===== src/rtl/eight_bit_select_adder_if.sv =====
// Operand/result bundle for the pipelined 8-bit carry-select adder.
// The master drives the operands and the slave returns the registered sum and carry-out.
interface eight_bit_select_adder_if;
    logic [7:0] A;
    logic [7:0] B;
    logic       Cin;
    logic [7:0] output_sum;
    logic       output_Cout;

    modport master (
        output A,
        output B,
        output Cin,
        input  output_sum,
        input  output_Cout
    );

    modport slave (
        input  A,
        input  B,
        input  Cin,
        output output_sum,
        output output_Cout
    );
endinterface


===== src/rtl/eight_bit_select_adder.sv =====
// Three-stage 8-bit carry-select adder with stages: capture, nibble compute, and high-nibble select.
// The high nibble is precomputed for both carries, and the low nibble's carry picks the result.
module eight_bit_select_adder (
    input logic                      clk,
    input logic                      reset,
    eight_bit_select_adder_if.slave  bus
);

    // Returns {carry_out, sum[3:0]} from four chained 1-bit full adders.
    function automatic logic [4:0] ripple4(input logic [3:0] a, input logic [3:0] b,
                                           input logic c);
        logic [4:0] r;
        logic       c_i;
        c_i = c;
        r   = '0;
        for (int i = 0; i < 4; i++) begin
            r[i] = a[i] ^ b[i] ^ c_i;
            c_i  = (a[i] & b[i]) | (c_i & (a[i] ^ b[i]));
        end
        r[4] = c_i;
        return r;
    endfunction

    // Stage 1
    logic [7:0] a_q;
    logic [7:0] b_q;
    logic       cin_q;

    // Stage 2
    logic [3:0] sum_lo_q;
    logic       c4_q;
    logic [3:0] sum_hi0_q;
    logic       carry_hi0_q;
    logic [3:0] sum_hi1_q;
    logic       carry_hi1_q;

    // Stage 3
    logic [7:0] sum_q;
    logic       cout_q;

    logic [4:0] lo_res;
    logic [4:0] hi0_res;
    logic [4:0] hi1_res;
    logic [3:0] sel_sum_hi;
    logic       sel_carry;

    always_comb begin
        lo_res  = ripple4(a_q[3:0], b_q[3:0], cin_q);
        hi0_res = ripple4(a_q[7:4], b_q[7:4], 1'b0);
        hi1_res = ripple4(a_q[7:4], b_q[7:4], 1'b1);
    end

    always_comb begin
        sel_sum_hi = c4_q ? sum_hi1_q : sum_hi0_q;
        sel_carry  = c4_q ? carry_hi1_q : carry_hi0_q;
    end

    always_ff @(posedge clk) begin
        if (reset) begin
            a_q         <= '0;
            b_q         <= '0;
            cin_q       <= 1'b0;
            sum_lo_q    <= '0;
            c4_q        <= 1'b0;
            sum_hi0_q   <= '0;
            carry_hi0_q <= 1'b0;
            sum_hi1_q   <= '0;
            carry_hi1_q <= 1'b0;
            sum_q       <= '0;
            cout_q      <= 1'b0;
        end else begin
            a_q         <= bus.A;
            b_q         <= bus.B;
            cin_q       <= bus.Cin;
            sum_lo_q    <= lo_res[3:0];
            c4_q        <= lo_res[4];
            sum_hi0_q   <= hi0_res[3:0];
            carry_hi0_q <= hi0_res[4];
            sum_hi1_q   <= hi1_res[3:0];
            carry_hi1_q <= hi1_res[4];
            sum_q       <= {sel_sum_hi, sum_lo_q};
            cout_q      <= sel_carry;
        end
    end

    assign bus.output_sum  = sum_q;
    assign bus.output_Cout = cout_q;

endmodule


===== src/flat_wrapper.sv =====
// flat-port wrapper written by rule: the top's interface ports become plain ports
module eight_bit_select_adder_flat 
  (clk, reset, bus_A, bus_B, bus_Cin, bus_output_sum, bus_output_Cout);
  eight_bit_select_adder_if bus_i ();
  input logic clk;
  input logic reset;
  input wire logic [$bits(bus_i.A)-1:0] bus_A;
  input wire logic [$bits(bus_i.B)-1:0] bus_B;
  input wire logic [$bits(bus_i.Cin)-1:0] bus_Cin;
  output wire logic [$bits(bus_i.output_sum)-1:0] bus_output_sum;
  output wire logic [$bits(bus_i.output_Cout)-1:0] bus_output_Cout;
  assign bus_i.A = bus_A;
  assign bus_i.B = bus_B;
  assign bus_i.Cin = bus_Cin;
  assign bus_output_sum = bus_i.output_sum;
  assign bus_output_Cout = bus_i.output_Cout;
  eight_bit_select_adder u_core (.clk(clk), .reset(reset), .bus(bus_i));
endmodule

===== config.mk =====
export PLATFORM = sky130hd
export DESIGN_NAME = eight_bit_select_adder_flat
export DESIGN_NICKNAME = d
export VERILOG_FILES = /design/src/rtl/eight_bit_select_adder_if.sv /design/src/rtl/eight_bit_select_adder.sv /design/src/flat_wrapper.sv
export SDC_FILE = /design/constraint.sdc
export NUM_CORES = 1
export LEC_CHECK = 0
export ABC_AREA = 0
export CAP_MARGIN = 25
export CORE_ASPECT_RATIO = 0.75
export CORE_MARGIN = 1
export CORE_UTILIZATION = 52
export CTS_BUF_LIST = sky130_fd_sc_hd__clkbuf_8
export DETAILED_ROUTE_END_ITERATION = 10
export PLACE_DENSITY = 0.8
export SETUP_SLACK_MARGIN = 0.5
export SYNTH_ARGS = -nofsm -noshare
export SYNTH_HDL_FRONTEND = slang
export SYNTH_SLANG_ARGS = --single-unit

===== constraint.sdc =====
create_clock -name clk -period 2.5 [get_ports clk]
set_input_delay 0.375 -clock clk [delete_from_list [all_inputs] [get_ports clk]]
set_output_delay 0.375 -clock clk [all_outputs]
set_load 0.005 [all_outputs]

==> metrics.md, run 1 <==
| Metric | Value |
|---|---|
| Worst Path Max Fanout | 1 |
| Vias | 762 |
| Total gr overflow | 0 |
| Critical path capture point type | flop |
| # DRC | 0 |
| I/O pins | 28 |
| Comb pwr share | 0.095 |
| Placed Area | 1690 um^2 |
| VDD IR max | 0.452 mV |
| Share of cells above drive strength 1 | 0.141 |
| Average wire per standard cell | 9.07 um |
| Sink Count | 41 |
| Max_cap viols | 0 |
| Post-CTS Setup Inserts | 0 |
| Worst skew pair latency | 0.29 ns |
| Multiplexer area fraction after synthesis | 0.0357 |
| Starting Density | 0.578 |
| Main combinational cell family by area after synthesis | adder cells |
| Synth Register Bits | 41 |
| Syn Std Cell Area | 1400 um^2 |
| Rows | 15 |
| Internal power | 0.961 mW |
| Gp weighted congestion | 0.718 |
| Cells after Synth | 118 |
| Die footprint | 2910 um^2 |
| Fin. max-slew vios | 0 |
| Num CTS Buffers | 5 |
| Post-route ant nets | 0 |
| Die H | 46.9 um |
| Filler Cell Count | 152 |
| Number of global-route vias before repair | 668 |
| Port bufs | 27 |
| Register area share after synthesis | 0.586 |
| Tot GR Track Use | 0.152 |
| Yosys warning total | 0 |
| Number of placed cells counting well taps | 175 |
| Synth Area in Adders | 0.161 |
| Final Instance Area | 1800 um^2 |
| Setup crit start kind | flop |
| Worst Skew | 0.00597 ns |
| Clock transition at path regs | 0.07 ns |
| Hold Violations, Final | 0 |
| H-tree depth | 2 |
| RSZ-0062 raised after global routing | true |
| Final setup viols | 0 |
| Crit path arrival time | 2.14 ns |
| Hold Crit Class | flop to flop |
| Drt first pass iters | 3 |
| Initial antenna violation count | 0 |
| Non-filler cells, final | 183 |
| Area Overhead vs Synth | 28.3% |
| Simple-gate area share of the yosys netlist | 0.160 |
| Core box area | 2420 um^2 |
| Worst slew pin tran | 0.373 ns |
| Mean post-synth cell area | 11.9 um^2 |
| Nets | 179 |
| Power density cells | 681 nW/um^2 |
| Routed WL | 1.66 mm |
| Final period utilization | 0.767 |
| Largest net degree at the start of global routing | 42 |
| CTS hold repair buffers | 0 |
| Share of power burned in registers | 0.583 |
| Net switching power | 0.263 mW |
| Final Critical Period | 1.92 ns |
| Worst-case clock buffer depth | 2 |
| Die X | 61.9 um |
| Vias/cell | 4.16 |
| Final HPWL DP | 1.21 mm |
| Final setup TNS | 0 ns |
| Crit path required time | 2.73 ns |
| Crit Path Class | flop to flop |
| Xor and xnor area share after synthesis | 0 |
| First-pass GRT wire length | 2.78 mm |
| Max_slew headroom | 0.751 |
| Switching share of power | 0.215 |
| Leak | 0.715 nW |
| Syn_nets | 149 |
| CTS tree | yes |
| CTS root buf | clkbuf_8 |
| Achievable frequency | 0.522 GHz |
| Compound-Gate Fraction of Synth Area | 0 |
| Status | finished clean |
| Antenna diodes | 0 |
| Distinct cells, synth | 9 |
| DRT iter0 DRCs | 21 |
| Clock share of power | 0.322 |
## worst paths after layout
kind	from	end	slack, ns	depth (start not counted)
setup reg to reg	u_core.cin_q$_SDFF_PP0_	u_core.sum_lo_q[3]$_SDFF_PP0_	0.58	8
setup / recovery	u_core.cin_q$_SDFF_PP0_	u_core.sum_lo_q[3]$_SDFF_PP0_	0.58	8
hold / removal	u_core.sum_lo_q[0]$_SDFF_PP0_	u_core.bus.output_sum[0]$_SDFF_PP0_	0.44	1
hold reg to reg	u_core.sum_lo_q[0]$_SDFF_PP0_	u_core.bus.output_sum[0]$_SDFF_PP0_	0.44	1
## critical path, stage by stage, from the launching register on
cell and delay, ns:
dfxtp_2 0.33, fa_2 0.38, inv_2 0.07, fa_2 0.18, inv_1 0.05, fa_2 0.33, inv_2 0.06, fa_1 0.39
nor2_1 0.09
## state kept, by name, indices dropped and copies added (netlist names)
name                    cells
u_core.b_q                  8
u_core.bus.output_sum       8
u_core.bus.output_Cout      1
u_core.cin_q                1
u_core.c4_q                 1
u_core.a_q                  8
u_core.sum_hi1_q            4
u_core.carry_hi1_q          1
u_core.sum_hi0_q            4
u_core.carry_hi0_q          1
u_core.sum_lo_q             4
## metrics by stage
stage                     hold slack (ns)  power [mW]  setup slack, ns   util
after global routing                0.462        1.29            0.505  0.742
after floorplan                     0.414       0.787            0.505      -
after CTS                           0.445        1.23            0.509  0.740
after detailed placement            0.428       0.844            0.427  0.699
after global placement              0.419       0.838            0.474  0.699
final                               0.441        1.22            0.583  0.742
## cell type report
cell class / instances / area [um^2] / share of cell area
clock inverters: 3 / 13.8 / 0.00766
flip-flops and latches: 41 / 825 / 0.459
inverters: 14 / 52.6 / 0.0292
well taps: 34 / 42.5 / 0.0237
clock buffers: 5 / 68.8 / 0.0383
multi-input cells: 58 / 517 / 0.288
repair buffers: 28 / 278 / 0.155
## synth_stat cells
cell type / number / area (um^2)
buf_4: 1 / 7.51
buf_2: 4 / 20.0
mux2i_1: 5 / 50.1
ha_1: 2 / 25.0
inv_1: 14 / 52.6
nor2b_1: 28 / 175
dfxtp_1: 41 / 821
nor2_1: 13 / 48.8
fa_1: 10 / 200
## cell usage in the layout, fill, tap and decap left out
cell type        synthesis  layout
inv_1                   14      12
fa_1                    10       4
clkinv_2                 0       2
inv_2                    0       3
clkdlybuf4s50_1          0      27
fa_2                     0       6
dfxtp_1                 41      38
mux2i_1                  5       5
ha_1                     2       1
ha_2                     0       1
dfxtp_2                  0       3
nor2_1                  13      13
clkbuf_8                 0       5
nor2b_1                 28      28
buf_4                    1       1
## power groups by stage
stage / clock network [mW] / logic (mW) / registers (mW)
finish: 0.394 / 0.116 / 0.714
CTS: 0.402 / 0.117 / 0.714
global route: 0.435 / 0.134 / 0.719
global placement: 0 / 0.112 / 0.726
detailed placement: 0 / 0.116 / 0.729
floorplan: 0 / 0.0626 / 0.725
## kinds of logic (layout without fill, tap and decap cells)
kind of cell / Yosys count / in the layout
AND/OR/NAND/NOR: 41 / 41
flip-flops: 41 / 41
buffers and inverters: 19 / 50
multiplexers: 5 / 5
adder cells (fa/ha/maj): 12 / 12
## per-layer routing
metal | track usage | vias to the layer above | share of wire
met5 | 0 | - | 0
met2 | 0.222 | 26 | 0.43
li1 | - | 400 | -
met3 | 0.0992 | 5 | 0.075
met1 | 0.167 | 331 | 0.47
met4 | 0.0933 | 0 | 0.022
## timing repair
item | CTS | global route
gates resized for setup | 8 | 5
cloned | 0 | 0
setup endpoints to repair | 2 | 3
pin swaps | 3 | 3
No activity file was read; power rests on OpenSTA's default activity.
==> run 2, diff against run 1 <==
--- a/config.mk
+++ b/config.mk
@@ -9,10 +9,10 @@
 export CAP_MARGIN = 25
 export CORE_ASPECT_RATIO = 0.75
 export CORE_MARGIN = 1
-export CORE_UTILIZATION = 52
+export CORE_UTILIZATION = 47
 export CTS_BUF_LIST = sky130_fd_sc_hd__clkbuf_8
 export DETAILED_ROUTE_END_ITERATION = 10
-export PLACE_DENSITY = 0.8
+export PLACE_DENSITY = 0.77
 export SETUP_SLACK_MARGIN = 0.5
 export SYNTH_ARGS = -nofsm -noshare
 export SYNTH_HDL_FRONTEND = slang
==> constraint.sdc (replaced) <==
create_clock -name clk -period 1.6 [get_ports clk]
set_input_delay 0.24 -clock clk [delete_from_list [all_inputs] [get_ports clk]]
set_output_delay 0.24 -clock clk [all_outputs]
set_load 0.005 [all_outputs]
==> metrics.md, run 2 (synthesized netlist as in run 1, its figures left out) <==
| Metric | Value |
|---|---|
| Status | finished, violations left |
| Failing checks | negative setup slack |
| Area Overhead vs Synth | 33.7% |
| Hold Violations, Final | 0 |
| Worst skew pair latency | 0.29 ns |
| Max Used Layer | met4 |
| Internal power | 1.56 mW |
| Port bufs | 27 |
| CTS root buf | clkbuf_8 |
| Vias | 794 |
| Final HPWL DP | 1.34 mm |
| Gp weighted congestion | 0.673 |
| CTS hold repair buffers | 0 |
| Worst Skew | 0.00371 ns |
| Leak | 0.751 nW |
| Die X | 65.0 um |
| Final Critical Period | 1.90 ns |
| Antenna diodes | 0 |
| Final Instance Area | 1870 um^2 |
| Setup ws final | -0.302 ns |
| Filler Cell Count | 215 |
| Crit path required time | 1.83 ns |
| Die H | 49.3 um |
| H-tree depth | 2 |
| Critical path capture point type | flop |
| Drt first pass iters | 4 |
| Largest net degree at the start of global routing | 42 |
| VDD IR max | 0.588 mV |
| Routed met2 length | 973 um |
| Routed WL | 1.91 mm |
| Comb pwr share | 0.104 |
| Core box area | 2720 um^2 |
| Crit-path cells | fa_2, inv_2, fa_2, inv_2, fa_2, inv_2, fa_1, nor2_1 |
| Starting Density | 0.514 |
| Metal3 WL | 126 um |
| # DRC | 0 |
| Switching share of power | 0.211 |
| Post-route ant nets | 0 |
| Most frequent cells in the layout | dfxtp_1, nor2b_1, clkdlybuf4s50_1 |
| Fin. max-slew vios | 0 |
| Placed Area | 1750 um^2 |
| Initial antenna violation count | 0 |
| Slowest CP cell | fa_1 |
| Net switching power | 0.416 mW |
| Num CTS Buffers | 5 |
| Sink Count | 41 |
| DRT iter0 DRCs | 21 |
| Die footprint | 3200 um^2 |
| Vias/cell | 4.32 |
| CP peak stage delay | 0.39 ns |
| Final setup viols | 5 |
| Nets | 179 |
| Share of power burned in registers | 0.567 |
| WHS | 0.439 ns |
| RSZ-0062 raised after global routing | true |
| Total gr overflow | 0 |
| CP bufs+invs | 3 |
| Average wire per standard cell | 10.4 um |
| First-pass GRT wire length | 3.19 mm |
| Max_slew headroom | 0.791 |
| Number of global-route vias before repair | 795 |
| Clock transition at path regs | 0.07 ns |
| Hold Crit Class | flop to flop |
| Most common cell after layout, fill and taps aside | dfxtp_1 |
| Pre-CTS WS | -0.323 ns |
| I/O pins | 28 |
| Crit path arrival time | 2.14 ns |
| Max_cap viols | 0 |
| Rows | 16 |
| Crit Path Class | flop to flop |
| Post-CTS Setup Inserts | 0 |
| CTS tree | yes |
| Worst slew pin tran | 0.313 ns |
| Final period utilization | 1.19 |
| Share of cells above drive strength 1 | 0.257 |
| Setup crit start kind | flop |
| Worst-case clock buffer depth | 2 |
| Power density cells | 1050 nW/um^2 |
| M1 WL | 761 um |
| Tot GR Track Use | 0.142 |
| Worst Path Max Fanout | 1 |
| Clock share of power | 0.329 |
| Achievable frequency | 0.526 GHz |
| Flop-to-flop setup slack | -0.30 ns |
| Cell family with most CP delay | adder cells |
## run 2: cell count changes in the layout (fill, tap and decap cells not counted), moves of 3 or more
| cell | previous run | this run |
|---|---|---|
| dfxtp_2 | 3 | 9 |
| dlygate4sd2_1 | 0 | 3 |
| clkdlybuf4s15_1 | 0 | 6 |
| inv_1 | 12 | 7 |
| nor2b_1 | 28 | 25 |
| nor2b_4 | 0 | 3 |
| clkdlybuf4s50_1 | 27 | 18 |
| inv_2 | 3 | 8 |
| dfxtp_1 | 38 | 32 |
## run 2: worst paths after layout
path / start / end / cells after the start
max: u_core.cin_q$_SDFF_PP0_ / u_core.sum_lo_q[3]$_SDFF_PP0_ / 8
min: u_core.sum_lo_q[1]$_SDFF_PP0_ / u_core.bus.output_sum[1]$_SDFF_PP0_ / 1
max reg2reg: u_core.cin_q$_SDFF_PP0_ / u_core.sum_lo_q[3]$_SDFF_PP0_ / 8
min reg2reg: u_core.sum_lo_q[1]$_SDFF_PP0_ / u_core.bus.output_sum[1]$_SDFF_PP0_ / 1
## run 2: power groups by stage
stage,Combinational [mW],Clock [mW],Sequential [mW]
floorplan,0.105,0,1.14
global placement,0.188,0,1.14
detailed placement,0.196,0,1.14
CTS,0.188,0.666,1.12
global route,0.231,0.717,1.13
finish,0.205,0.649,1.12
## run 2: worst reg2reg max path, stage by stage, from the launching register on
cell and delay, ns:
dfxtp_2 0.32, fa_2 0.38, inv_2 0.06, fa_2 0.18
inv_2 0.04, fa_2 0.32, inv_2 0.06, fa_1 0.39
nor2_1 0.08
## run 2: cell type report
cell class                      instances  area (um^2)  area share
Inverter                               14         52.6      0.0281
Clock buffer                            6         82.6      0.0441
Clock inverter                          1         3.75     0.00201
Tap cell                               36         45.0      0.0241
Multi-Input combinational cell         58          569       0.304
Timing Repair Buffer                   28          287       0.153
Sequential cell                        41          832       0.445
## run 2: what timing repair did
action / CTS / global route
pin swaps: 1 / 1
setup endpoints to repair: 21 / 18
gates resized for setup: 10 / 17
## run 2: metal layers
metal | track usage | up-vias
met5 | 0 | -
met4 | 0.109 | 0
met3 | 0.0514 | 5
met2 | 0.240 | 21
met1 | 0.142 | 369
li1 | - | 399
## run 2: stage by stage
stage	total power [mW]	utilization	cells	setup TNS (ns)
floorplan	1.24	-	118	-0.506
global placement	1.33	0.641	177	-0.685
detailed placement	1.34	0.641	177	-0.865
CTS	1.97	0.669	184	-0.924
global route	2.07	0.688	184	-1.36
finish	1.97	0.688	184	-0.943
==> run 3, diff against run 2 <==
--- a/config.mk
+++ b/config.mk
@@ -12,6 +12,7 @@
 export CORE_UTILIZATION = 47
 export CTS_BUF_LIST = sky130_fd_sc_hd__clkbuf_8
 export DETAILED_ROUTE_END_ITERATION = 10
+export GPL_ROUTABILITY_DRIVEN = 0
 export PLACE_DENSITY = 0.77
 export SETUP_SLACK_MARGIN = 0.5
 export SYNTH_ARGS = -nofsm -noshare
==> results of run 3 <==
Final layout, timing and power as in run 2 (identical DEF).
